[src/rtl/spi_word_pkg.sv]
// Shared defaults and FSM state encodings for the SPI word-transfer responder.
package spi_word_pkg;

    localparam int WORD_W_DEF      = 16;
    localparam int SYNC_STAGES_DEF = 2;

    typedef enum logic [7:0] {
        IDLE_st      = 8'd0,
        LOAD_st      = 8'd1,
        WAIT_RISE_st = 8'd2,
        WAIT_FALL_st = 8'd3
    } spi_state_t;

endpackage

[src/rtl/spi_input_sync.sv]
// Pin synchronizer with one history flop; produces level plus rise/fall strobes.
module spi_input_sync #(
    parameter int SYNC_STAGES = 2
) (
    input  logic i_clk,
    input  logic i_reset,
    input  logic i_pin,
    output logic o_sync,
    output logic o_rise,
    output logic o_fall
);

    logic [SYNC_STAGES-1:0] r_sync;
    logic                   r_hist;

    // Synchronizer chain followed by the edge-detection history flop
    always_ff @(posedge i_clk) begin
        if (i_reset) begin
            r_sync <= '0;
            r_hist <= 1'b0;
        end else begin
            r_sync <= {r_sync[SYNC_STAGES-2:0], i_pin};
            r_hist <= r_sync[SYNC_STAGES-1];
        end
    end

    assign o_sync = r_sync[SYNC_STAGES-1];
    assign o_rise = r_sync[SYNC_STAGES-1] & ~r_hist;
    assign o_fall = ~r_sync[SYNC_STAGES-1] & r_hist;

endmodule

[src/rtl/spi_slave_word_transfer.sv]
// SPI mode-0 responder: oversampled SCK/SS/MOSI, 16-bit words MSB first,
// back-to-back words without SS toggling, abort pulse on mid-word deselect.
module spi_slave_word_transfer
    import spi_word_pkg::*;
#(
    parameter int WORD_W      = WORD_W_DEF,
    parameter int SYNC_STAGES = SYNC_STAGES_DEF
) (
    input  logic              clk210_p,
    input  logic              reset_p,
    input  logic              spi_sck_p,
    input  logic              spi_ss_p,
    input  logic              spi_mosi_p,
    output logic              spi_miso_p,
    input  logic [WORD_W-1:0] spi_ltransfer_out_p,
    output logic [WORD_W-1:0] spi_ltransfer_in_p,
    output logic              spi_word_done_p,
    output logic              spi_abort_p,
    output logic              spi_busy_p
);

    localparam int CNT_W = $clog2(WORD_W) + 1;
    localparam logic [CNT_W-1:0] CNT_FULL = CNT_W'(WORD_W);
    localparam logic [CNT_W-1:0] CNT_LAST = CNT_W'(WORD_W - 1);

    logic w_sck_sync, w_sck_rise, w_sck_fall;
    logic w_ss_sync, w_ss_rise, w_ss_fall;
    logic w_mosi_sync, w_mosi_rise, w_mosi_fall;
    logic w_unused;

    spi_input_sync #(.SYNC_STAGES(SYNC_STAGES)) u_sck_sync (
        .i_clk(clk210_p), .i_reset(reset_p), .i_pin(spi_sck_p),
        .o_sync(w_sck_sync), .o_rise(w_sck_rise), .o_fall(w_sck_fall)
    );

    spi_input_sync #(.SYNC_STAGES(SYNC_STAGES)) u_ss_sync (
        .i_clk(clk210_p), .i_reset(reset_p), .i_pin(spi_ss_p),
        .o_sync(w_ss_sync), .o_rise(w_ss_rise), .o_fall(w_ss_fall)
    );

    // MOSI shares the SCK depth so its level lines up with the detected edge
    spi_input_sync #(.SYNC_STAGES(SYNC_STAGES)) u_mosi_sync (
        .i_clk(clk210_p), .i_reset(reset_p), .i_pin(spi_mosi_p),
        .o_sync(w_mosi_sync), .o_rise(w_mosi_rise), .o_fall(w_mosi_fall)
    );

    assign w_unused = w_sck_sync ^ w_ss_rise ^ w_mosi_rise ^ w_mosi_fall;

    spi_state_t        r_state;
    logic [CNT_W-1:0]  r_cnt;
    logic [WORD_W-1:0] r_shift_in;
    logic [WORD_W-1:0] r_shift_out;
    logic [WORD_W-1:0] r_in_word;
    logic              r_miso;
    logic              r_done;
    logic              r_abort;
    logic              r_busy;
    logic              r_cap_pend;

    // Transfer FSM with all outputs registered
    always_ff @(posedge clk210_p) begin
        if (reset_p) begin
            r_state     <= IDLE_st;
            r_cnt       <= '0;
            r_shift_in  <= '0;
            r_shift_out <= '0;
            r_in_word   <= '0;
            r_miso      <= 1'b0;
            r_done      <= 1'b0;
            r_abort     <= 1'b0;
            r_busy      <= 1'b0;
            r_cap_pend  <= 1'b0;
        end else begin
            r_done     <= r_cap_pend;
            r_abort    <= 1'b0;
            r_cap_pend <= 1'b0;
            if (r_cap_pend) begin
                r_in_word <= r_shift_in;
            end
            // Deselect wins over any SCK edge detected in the same cycle
            if ((r_state != IDLE_st) && w_ss_sync) begin
                r_state <= IDLE_st;
                r_cnt   <= '0;
                r_miso  <= 1'b0;
                r_busy  <= 1'b0;
                r_abort <= (r_cnt != '0) && (r_cnt < CNT_FULL);
            end else begin
                case (r_state)
                    IDLE_st: begin
                        r_cnt  <= '0;
                        r_miso <= 1'b0;
                        if (w_ss_fall) begin
                            r_state <= LOAD_st;
                            r_busy  <= 1'b1;
                        end
                    end
                    LOAD_st: begin
                        r_shift_out <= spi_ltransfer_out_p;
                        r_miso      <= spi_ltransfer_out_p[WORD_W-1];
                        r_cnt       <= '0;
                        r_state     <= WAIT_RISE_st;
                    end
                    WAIT_RISE_st: begin
                        if (w_sck_rise) begin
                            r_shift_in <= {r_shift_in[WORD_W-2:0], w_mosi_sync};
                            r_cnt      <= r_cnt + CNT_W'(1);
                            r_cap_pend <= (r_cnt == CNT_LAST);
                            r_state    <= WAIT_FALL_st;
                        end
                    end
                    WAIT_FALL_st: begin
                        if (w_sck_fall) begin
                            if (r_cnt < CNT_FULL) begin
                                r_shift_out <= {r_shift_out[WORD_W-2:0], 1'b0};
                                r_miso      <= r_shift_out[WORD_W-2];
                                r_state     <= WAIT_RISE_st;
                            end else begin
                                r_state <= LOAD_st;
                            end
                        end
                    end
                    default: begin
                        r_state <= IDLE_st;
                        r_cnt   <= '0;
                        r_miso  <= 1'b0;
                        r_busy  <= 1'b0;
                    end
                endcase
            end
        end
    end

    assign spi_miso_p         = r_miso;
    assign spi_ltransfer_in_p = r_in_word;
    assign spi_word_done_p    = r_done;
    assign spi_abort_p        = r_abort;
    assign spi_busy_p         = r_busy;

endmodule

[config.mk]
export PLATFORM = sky130hd
export DESIGN_NAME = spi_slave_word_transfer
export DESIGN_NICKNAME = d
export VERILOG_FILES = /design/src/rtl/spi_word_pkg.sv /design/src/rtl/spi_input_sync.sv /design/src/rtl/spi_slave_word_transfer.sv
export SDC_FILE = /design/constraint.sdc
export NUM_CORES = 1
export LEC_CHECK = 0
export ABC_AREA = 1
export BUFFER_PORTS_ARGS = -buffer_cell sky130_fd_sc_hd__buf_2
export CELL_PAD_IN_SITES_DETAIL_PLACEMENT = 0
export CELL_PAD_IN_SITES_GLOBAL_PLACEMENT = 1
export CORE_MARGIN = 8
export CORE_UTILIZATION = 43
export CTS_CLUSTER_SIZE = 40
export DETAILED_ROUTE_END_ITERATION = 7
export PLACE_DENSITY = 0.81
export RECOVER_POWER = 100
export SLEW_MARGIN = 30
export SYNTH_ARGS = -nofsm -noshare
export SYNTH_HDL_FRONTEND = slang
export SYNTH_SLANG_ARGS = --single-unit
[constraint.sdc]
create_clock -name clk210_p -period 1.8 [get_ports clk210_p]
set_input_delay 0.36 -clock clk210_p [delete_from_list [all_inputs] [get_ports clk210_p]]
set_output_delay 0.36 -clock clk210_p [all_outputs]
set_load 0.01 [all_outputs]
==> metrics.md, run 1 <==
| Metric | Value |
|---|---|
| Share of power burned in registers | `0.481` |
| Fin. max-slew vios | `0` |
| Ant diodes | `0` |
| Hold Path Origin | `spi_mosi_p` |
| Worst Hold Class | `in -> reg` |
| Crit path top cell by count | `nor2_1` |
| Pwr Density | `1180 nW/um^2` |
| Worst Path Buf+Inv | `2` |
| Crit share post-route | `0.832` |
| Final Net Count | `447` |
| Setup Viol. Count Final | `0` |
| Area growth, synth to finish | `13.8%` |
| FF-to-FF Start | `r_state[0]$_SDFFE_PP0P_` |
| CTS Sinks | `67` |
| First-pass GRT wire length | `9380 um` |
| Clk_lat worst skew | `0.33 ns` |
| Max stage delay on crit path | `0.47 ns` |
| GPL Wtd Cong | `0.771` |
| Top post-synthesis cells by area | `dfxtp_1 49%, nor2_1 16%, nand2_1 9.5%` |
| CP Capture Type | `flip-flop` |
| Top cell type's share of synthesized area | `0.491` |
| Final setup TNS | `0 ns` |
| DR iter-0 viols | `105` |
| Root buffer cell | `clkbuf_8` |
| Status | `complete, no violations` |
| Post-detail-place hpwl | `3580 um` |
| Switch share | `0.316` |
| Crit start category | `flip-flop` |
| Sequential cell area fraction in the yosys report | `0.491` |
| Maxcap violations | `0` |
| Vias per cell | `4.58` |
| Post-synth ARST share | `0` |
| Most instantiated library cell after synthesis | `nor2_1` |
| CP Class | `reg -> reg` |
| Yosys cell types | `25` |
| DIE WIDTH | `95.7 um` |
| Clk slew on worst S/H paths | `0.07 ns` |
| Core Util, Final | `0.499` |
| Longest Clk Path Bufs | `2` |
| End of the critical path | `r_shift_in[2]$_SDFFE_PP0P_` |
| Initial antenna violation count | `0` |
| R2R depth | `7` |
| Slew headroom | `0.633` |
| Gate Count Post-Synth | `384` |
| Floorplan row count | `29` |
| # hold bufs at CTS | `0` |
| CP Launch Point | `r_state[0]$_SDFFE_PP0P_` |
| Required time of the critical path | `2.03 ns` |
| Syn_nets | `408` |
| Fmax | `668 MHz` |
| Post-synth top area cell | `dfxtp_1` |
| GRT Total Usage | `0.129` |
| H-tree level count | `3` |
| Clock skew | `0.00632 ns` |
| YS warnings | `0` |
| Synthesized area | `2730 um^2` |
| Leak | `1.50 nW` |
| Top FF cell, synth | `dfxtp_1` |
| Die H | `95.7 um` |
| Congestion Overflow GR | `0` |
| RSZ-0062 raised after global routing | `false` |
| Post-synth EDFFs | `0` |
| Die area | `9170 um^2` |
| Crit path depth | `7` |
| Core Region | `6240 um^2` |
| Initial DRT Pass Iterations | `4` |
| Final critical-path required period | `1.50 ns` |
| Vias | `2311` |
| Syn avg cell area | `7.12 um^2` |
| CTS resizes | `0` |
| Routed wire length | `5500 um` |
| Max stage delay cell, worst path | `dfxtp_1` |
| Largest net degree at the start of global routing | `48` |
| CP Data Arrival Time | `1.72 ns` |
| Worst path cell trace | `inv_2 -> nand2_1 -> nor2_8 -> nand2_2 -> inv_8 -> nor2_1 -> nor2_1` |
| Int Power | `2.52 mW` |
| Antenna viol nets, final | `0` |
| CTS Buf Count | `9` |
| Post-CTS Setup Inserts | `0` |
| Worst vdd ir | `0.579 mV` |
| Yosys reg bits | `67` |
| CTS tree | `yes` |
| Layout cells sized above 1 | `0.105` |
| I/O pins | `41` |
| Final non-filler cell total | `505` |
| CP max FO | `17` |
| Reg2Reg Capture Point | `r_shift_in[2]$_SDFFE_PP0P_` |
| P_sw | `1.16 mW` |
| Inst Count DP | `489` |
| Combinational Power Share | `0.216` |
| Routed WL per cell | `10.9 um` |
| # DRC | `0` |
| Initial core utilization | `0.438` |
| Post-synth top cells | `117 x nor2_1, 69 x nand2_1, 67 x dfxtp_1` |
| Reg2reg setup slack | `0.30 ns` |
| Worst-Margin Slew | `0.547 ns` |
| Clk network pwr share | `0.303` |
| I/O Buffers | `40` |
| Final hold vios | `0` |
| Vias in the first global route | `2142` |
| Crit path max-delay family | `simple AND/OR/NAND/NOR gates` |
==> worst min path at each step <==
stage	depth (start not counted)	to	slack (ns)
after global placement	2	u_ss_sync.r_sync[1]$_SDFF_PP0_	0.39
after CTS	3	u_ss_sync.r_sync[0]$_SDFF_PP0_	0.22
after floorplan	2	u_mosi_sync.r_sync[1]$_SDFF_PP0_	0.39
after detailed placement	2	u_ss_sync.r_sync[1]$_SDFF_PP0_	0.40
after global routing	3	u_sck_sync.r_sync[0]$_SDFF_PP0_	0.22
final	3	u_mosi_sync.r_sync[0]$_SDFF_PP0_	0.23
==> worst reg2reg max path: cells and delay by family (launching register included) <==
family,cells,cell delay (ns)
simple gates,5,0.74
flops,1,0.47
buf+inv,2,0.19
==> logic make-up after synthesis <==
logic type                 share of synthesized area
and+or+nand+nor                                0.292
AOI/OAI and AO/OA                              0.113
buffers and inverters                         0.0915
adders and majority gates                     0.0137
DFF                                            0.491
==> registers in the layout (all words and copies together) (netlist names) <==
| name | cells |
|---|---|
| r_state | 2 |
| spi_word_done_p | 1 |
| spi_miso_p | 1 |
| u_sck_sync.r_hist | 1 |
| r_cap_pend | 1 |
| u_sck_sync.r_sync | 2 |
| r_shift_in | 16 |
| spi_busy_p | 1 |
| r_cnt | 5 |
| u_ss_sync.r_hist | 1 |
| u_ss_sync.r_sync | 2 |
| r_shift_out | 15 |
| spi_ltransfer_in_p | 16 |
| spi_abort_p | 1 |
| u_mosi_sync.r_sync | 2 |
==> per-layer routing <==
metal,GRT usage,vias up,wire length [um]
met5,0,-,0
met4,0.0717,0,114
met3,0.0351,12,269
met2,0.191,37,2270
met1,0.165,1002,2840
li1,-,1260,-
==> metrics by stage <==
| step | area [um^2] | power [mW] | setup WS, ns | hold WS [ns] |
|---|---|---|---|---|
| global placement | 2980 | 2.60 | 0.499 | 0.394 |
| floorplan | 2730 | 2.47 | 0.640 | 0.388 |
| finish | 3110 | 3.68 | 0.303 | 0.229 |
| global route | 3110 | 3.96 | 0.134 | 0.220 |
| CTS | 3160 | 3.75 | 0.438 | 0.216 |
| detailed placement | 2980 | 2.62 | 0.456 | 0.399 |
==> cell type report <==
| type | count | area, um^2 |
|---|---|---|
| Tap cell | 77 | 96.3 |
| Inverter | 39 | 154 |
| Clock buffer | 12 | 155 |
| Clock inverter | 4 | 25.0 |
| Sequential cell | 67 | 1340 |
| Multi-Input combinational cell | 262 | 1130 |
| Timing Repair Buffer | 44 | 214 |
| Fill cell | 677 | 3130 |
==> power groups by stage <==
stage | clock (mW) | sequential (mW) | combinational (mW)
CTS | 1.16 | 1.77 | 0.820
floorplan | 0 | 1.79 | 0.678
global placement | 0 | 1.80 | 0.804
finish | 1.12 | 1.77 | 0.797
detailed placement | 0 | 1.81 | 0.814
global route | 1.23 | 1.80 | 0.941
==> cells in the final DEF, fill, tap and decap left out <==
cell type and instances:
nor2_1 117, nand2_1 70, dfxtp_1 67, o21ai_0 44
inv_1 35, clkbuf_1 22, buf_2 19, clkbuf_8 11
o21ai_1 10, a21oi_1 6, nand3_1 5, ha_1 3
inv_2 2, nand2_2 2, clkinvlp_4 2, clkinv_2 2
buf_4 2, nor2_8 1, inv_8 1, o21bai_1 1
nand3_2 1, clkinv_1 1, nor3_1 1, nand4_1 1
clkbuf_2 1, buf_12 1
Power figures use the tool's default switching activity.
==> inputs of run 2 (changes only) <==
- CORE_UTILIZATION: 43 -> 40
- PLACE_DENSITY: 0.81 -> 0.76
- clock period: 1.8 -> 1.5 ns (I/O delays scaled with it)
==> run 2 against run 1 <==
  * Core utilization shrank 2.6 points
  * Critical path type unchanged
  * Design area grew 2.0%
  * Power grew 30%
  * Global-route usage shrank 0.39 points
  * Highest routed layer unchanged
==> metrics.md, run 2 (synthesis results as in run 1) <==
| Metric | Value |
|---|---|
| DR iter-0 viols | `102` |
| CTS resizes | `0` |
| CP max FO | `17` |
| CP Data Arrival Time | `1.59 ns` |
| GRT Total Usage | `0.125` |
| Layout cells sized above 1 | `0.107` |
| FF-to-FF Start | `r_state[1]$_SDFFE_PP0P_` |
| DIE WIDTH | `98.7 um` |
| Root buffer cell | `clkbuf_8` |
| Largest net degree at the start of global routing | `34` |
| Worst vdd ir | `0.563 mV` |
| Initial DRT Pass Iterations | `4` |
| Antenna viol nets, final | `0` |
| Area after DPL | `3000 um^2` |
| Crit start category | `flip-flop` |
| Status | `complete, no violations` |
| Final hold vios | `0` |
| Initial core utilization | `0.407` |
| Setup Viol. Count Final | `0` |
| Floorplan row count | `30` |
| GPL Wtd Cong | `0.784` |
| Initial antenna violation count | `0` |
| Maxcap violations | `0` |
| Vias in the first global route | `2262` |
| Fmax | `766 MHz` |
| Max stage delay on crit path | `0.46 ns` |
| Ant diodes | `0` |
| Clock skew | `0.00612 ns` |
| Final setup TNS | `0 ns` |
| Final Net Count | `450` |
| Vias | `2329` |
| Final Power | `4.78 mW` |
| Max stage delay cell, worst path | `dfxtp_1` |
| Worst Hold Class | `in -> reg` |
| Routed wire length | `5510 um` |
| I/O Buffers | `40` |
| Clk_lat worst skew | `0.35 ns` |
| I/O pins | `41` |
| CTS Sinks | `67` |
| # DRC | `0` |
| Worst path cell trace | `nand2_2 -> nor2_8 -> nand2_4 -> inv_4 -> nor2_1 -> nor2_1` |
| Leak | `1.53 nW` |
| Post-CTS Setup Inserts | `0` |
| Crit path top cell by count | `nor2_1` |
| Die area | `9740 um^2` |
| Worst-Margin Slew | `0.525 ns` |
| CTS tree | `yes` |
| Commonest cells after routing, fill and taps aside | `117 x nor2_1, 69 x nand2_1, 67 x dfxtp_1, 45 x o21ai_0, 36 x inv_1` |
| Final critical-path required period | `1.31 ns` |
| CP Launch Point | `r_state[1]$_SDFFE_PP0P_` |
| Congestion Overflow GR | `0` |
| Crit share post-route | `0.871` |
| Fill cells | `711` |
| First-pass GRT wire length | `10000 um` |
| Die H | `98.7 um` |
| H-tree level count | `3` |
| Post-detail-place hpwl | `3770 um` |
| Core Region | `6720 um^2` |
| Fin. max-slew vios | `0` |
| Slew headroom | `0.650` |
| Pwr Density | `1510 nW/um^2` |
| RSZ-0062 raised after global routing | `false` |
| Routed WL per cell | `10.8 um` |
| CP Capture Type | `flip-flop` |
| Clk slew on worst S/H paths | `0.07 ns` |
| Vias per cell | `4.56` |
| Commonest non-fill, non-tap cell in the layout | `nor2_1` |
| Hold Path Origin | `spi_sck_p` |
| CP Class | `reg -> reg` |
| CTS Buf Count | `9` |
| Longest Clk Path Bufs | `2` |
| Required time of the critical path | `1.78 ns` |
| # hold bufs at CTS | `0` |
| Design area | `3170 um^2` |
| Area growth, synth to finish | `16.1%` |
## run 2: cell count changes in the layout (fill, tap and decap cells not counted), moves of 2 or more
cell / previous run / this run
clkinv_4: 0 / 2
clkinv_2: 2 / 0
bufinv_16: 0 / 2
clkbuf_8: 11 / 9
## run 2: metrics by stage
stage                     hold slack (ns)  instances  utilization  setup slack [ns]
after floorplan                     0.388        384            -             0.340
after global routing                0.163        511        0.472            0.0353
final                               0.157        511        0.472             0.194
after detailed placement            0.394        495        0.447             0.256
after CTS                           0.147        511        0.480             0.243
after global placement              0.391        495        0.447             0.263
## run 2: worst paths after layout
check | slack, ns | end | cells past startpoint
max | 0.19 | r_shift_in[9]$_SDFFE_PP0P_ | 6
min | 0.16 | u_sck_sync.r_sync[0]$_SDFF_PP0_ | 3
max reg2reg | 0.19 | r_shift_in[9]$_SDFFE_PP0P_ | 6
min reg2reg | 0.40 | u_ss_sync.r_sync[1]$_SDFF_PP0_ | 2
## run 2: metal layers
layer / up-vias / track usage / wire, um
met1: 1016 / 0.145 / 2680
met2: 41 / 0.203 / 2510
li1: 1265 / - / -
met5: - / 0 / 0
met4: 0 / 0.0720 / 82
met3: 7 / 0.0338 / 244
## run 2: area by class of cell
cell class	count	area [um^2]	area share
Clock buffer	9	124	0.0390
Clock inverter	7	101	0.0319
Inverter	39	149	0.0469
Multi-Input combinational cell	262	1130	0.356
Sequential cell	67	1340	0.423
Tap cell	80	100	0.0315
Timing Repair Buffer	47	229	0.0722
## run 2: report_power, final
part	internal [mW]	total [mW]	switching [mW]	leakage (nW)
registers	2.01	2.12	0.114	0.543
clock network	0.946	1.67	0.726	0.106
logic	0.357	0.983	0.626	0.882
## run 2: critical path, delay by kind of cell (launching register included)
family,cells,cell delay [ns]
and+or+nand+nor,5,0.59
buffers and inverters,1,0.18
DFF,1,0.46
==> inputs of run 3 (changes only) <==
- ABC_AREA: 1 -> 0
- CORE_UTILIZATION: 40 -> 42
==> run 3 against run 2 <==
  * Register-to-register slack worse by 0.07 ns
  * Clock-buffer cell count is 1 higher
  * Worst hold slack better by 0.012 ns
  * Maximum frequency is 5.4% lower
  * Critical path depth is 2 lower
  * Flip-flop and latch count stayed put
  * Largest power group unchanged
==> metrics.md, run 3 <==
| Metric | Value |
|---|---|
| Status | `complete, no violations` |
| Top FF cell, synth | `dfxtp_1` |
| Yosys reg bits | `67` |
| Worst-Margin Slew | `0.586 ns` |
| Reg2reg setup slack | `0.12 ns` |
| CP Class | `reg -> reg` |
| Compound-cell area share of the yosys netlist | `0.149` |
| Final non-filler cell total | `440` |
| Die area | `9560 um^2` |
| Syn avg cell area | `8.95 um^2` |
| Worst Hold Class | `in -> reg` |
| Vias in the first global route | `2367` |
| Congestion Overflow GR | `0` |
| Worst path cell trace | `buf_4 -> nor3b_2 -> o21ai_0 -> a221oi_1` |
| Inst Count DP | `424` |
| Largest net degree at the start of global routing | `39` |
| Post-detail-place hpwl | `4240 um` |
| GRT Total Usage | `0.141` |
| Routed wire length | `6440 um` |
| CTS Sinks | `67` |
| Slew headroom | `0.607` |
| CTS tree | `yes` |
| Final Net Count | `379` |
| First-pass GRT wire length | `11100 um` |
| Final Power | `3.31 mW` |
| Longest Clk Path Bufs | `2` |
| Final critical-path required period | `1.38 ns` |
| CP Data Arrival Time | `1.63 ns` |
| Required time of the critical path | `1.75 ns` |
| PnR worst setup slack | `0.119 ns` |
| Reg2Reg Capture Point | `r_state[0]$_SDFFE_PP0P_` |
| Clk_lat worst skew | `0.34 ns` |
| Core Region | `6640 um^2` |
| Sequential cell area fraction in the yosys report | `0.477` |
| Setup Viol. Count Final | `0` |
| Routed WL per cell | `14.6 um` |
| Floorplan row count | `30` |
| Top post-synthesis cells by area | `dfxtp_1 48%, a21oi_1 6.8%, mux2i_1 6.4%` |
| GRT busiest layer | `met2` |
| Hold_ws | `0.169 ns` |
| Area growth, synth to finish | `18.3%` |
| Pre-CTS WS | `-0.123 ns` |
| Root buffer cell | `clkbuf_8` |
| Initial DRT Pass Iterations | `4` |
| Post-CTS Setup Inserts | `0` |
| Fmax | `724 MHz` |
| Top cell type's share of synthesized area | `0.477` |
| Met3 Usage GRT | `0.0541` |
| DIE WIDTH | `97.8 um` |
| Commonest non-fill, non-tap cell in the layout | `dfxtp_1` |
| Leak | `1.11 nW` |
| Crit share post-route | `0.920` |
| Core Util, Final | `0.501` |
| Fin. max-slew vios | `0` |
| RSZ-0062 raised after global routing | `true` |
| FF-to-FF Start | `r_state[0]$_SDFFE_PP0P_` |
| GPL Wtd Cong | `0.750` |
| Design area | `3330 um^2` |
| R2R depth | `4` |
| # hold bufs at CTS | `0` |
| Initial antenna violation count | `0` |
| Antenna viol nets, final | `0` |
| Area after DPL | `3170 um^2` |
| Hold Path Cell Cnt | `2` |
| CP Capture Type | `flip-flop` |
| Die H | `97.8 um` |
| DR iter-0 viols | `111` |
| Hold Path Origin | `spi_mosi_p` |
| I/O pins | `41` |
| Clock skew | `0.00620 ns` |
| Syn_nets | `338` |
| Met1 Track Usage GR | `0.163` |
| Vias per cell | `5.45` |
| Post-synth ARST share | `0` |
| Maxcap violations | `0` |
| Max stage delay cell, worst path | `nor3b_2` |
| Post-synth top area cell | `dfxtp_1` |
| Layout cells sized above 1 | `0.167` |
| Adder-cell share of the synthesized area | `0.0134` |
| Vias | `2397` |
| # DRC | `0` |
| Hold Crit Endpoint | `u_mosi_sync.r_sync[0]$_SDFF_PP0_` |
| Initial core utilization | `0.423` |
| Synthesized area | `2810 um^2` |
| Worst vdd ir | `0.651 mV` |
| Max stage delay on crit path | `0.35 ns` |
| Simple-gate share of the synthesized area | `0.242` |
| GR Util met2 | `0.229` |
| YS warnings | `0` |
| Commonest cells after routing, fill and taps aside | `66 x dfxtp_1, 38 x a21oi_1, 32 x nand3_1, 21 x clkbuf_1` |
| Post-synth top cells | `67 x dfxtp_1, 38 x a21oi_1, 32 x nand3_1` |
| CTS Buf Count | `9` |
| Post-synth EDFFs | `0` |
| Final setup TNS | `0 ns` |
| Ant diodes | `0` |
| Pwr Density | `995 nW/um^2` |
| I/O Buffers | `40` |
| Yosys cell types | `30` |
| Crit start category | `flip-flop` |
| Final hold vios | `0` |
| Largest family of logic cells by synthesized area | `simple AND/OR/NAND/NOR gates` |
| Post-Synth XOR/XNOR Area | `0` |
| CP max FO | `13` |
| Gate Count Post-Synth | `314` |
| Mux share of post-synthesis cell area | `0.0641` |
| Clk slew on worst S/H paths | `0.07 ns` |
| Most instantiated library cell after synthesis | `dfxtp_1` |
| H-tree level count | `3` |
[run 3: cell count changes in the layout (fill, tap and decap cells not counted), sizes merged, moves of 26 or more]
cell   previous run  this run
nand3             6        32
inv              39         5
nor2            118        20
o21ai            54        20
a21oi             6        38
nand2            72         6
[run 3: cells by family after synthesis]
logic type	count (synthesis)
AOI/OAI and AO/OA	77
muxes	18
and+or+nand+nor	114
adders and majority gates	3
buffers and inverters	35
DFF	67
[run 3: report_power, final]
part	internal, mW	switching, mW	leakage [nW]	total (mW)
logic	0.0694	0.0922	0.481	0.162
registers	1.79	0.0112	0.542	1.81
clock network	0.640	0.701	0.0843	1.34
total	2.50	0.804	1.11	3.31
[run 3: critical path, delay by kind of cell, from the launching register on]
| kind | cells | cell delay (ns) |
|---|---|---|
| buf+inv | 1 | 0.18 |
| simple gates | 1 | 0.35 |
| compound gates | 2 | 0.41 |
| flops | 1 | 0.34 |
[run 3: layout make-up]
| type | instances | area (um^2) |
|---|---|---|
| inverters | 5 | 18.8 |
| fillers | 647 | 3320 |
| multi-input cells | 212 | 1330 |
| flip-flops and latches | 67 | 1340 |
| well taps | 80 | 100 |
| clock buffers | 10 | 138 |
| repair buffers | 60 | 359 |
| clock inverters | 6 | 41.3 |
[run 3: timing repair]
| action | CTS | global route |
|---|---|---|
| endpoints found under the setup margin | 14 | 8 |
| endpoints found under the hold margin | 0 | 0 |
| gates resized for setup | 1 | 2 |
[run 3: routing by layer]
| metal | vias to the layer above | wire length, um | share of wire |
|---|---|---|---|
| met1 | 1122 | 2990 | 0.46 |
| met2 | 40 | 3060 | 0.47 |
| met5 | - | 0 | 0 |
| met3 | 9 | 301 | 0.047 |
| met4 | 0 | 95 | 0.015 |
| li1 | 1226 | - | - |
[run 3: how the worst max path moves through the flow]
stage | startpoint | to | cells after the start
after global placement | r_state[0]$_SDFFE_PP0P_ | r_shift_out[14]$_SDFFE_PP0P_ | 3
after floorplan | u_sck_sync.r_sync[1]$_SDFF_PP0_ | r_cnt[3]$_SDFFE_PP0P_ | 4
after detailed placement | r_state[0]$_SDFFE_PP0P_ | r_shift_out[14]$_SDFFE_PP0P_ | 3
after CTS | r_state[0]$_SDFFE_PP0P_ | r_state[0]$_SDFFE_PP0P_ | 4
final | r_state[0]$_SDFFE_PP0P_ | r_state[0]$_SDFFE_PP0P_ | 4
after global routing | r_state[0]$_SDFFE_PP0P_ | r_shift_out[14]$_SDFFE_PP0P_ | 3
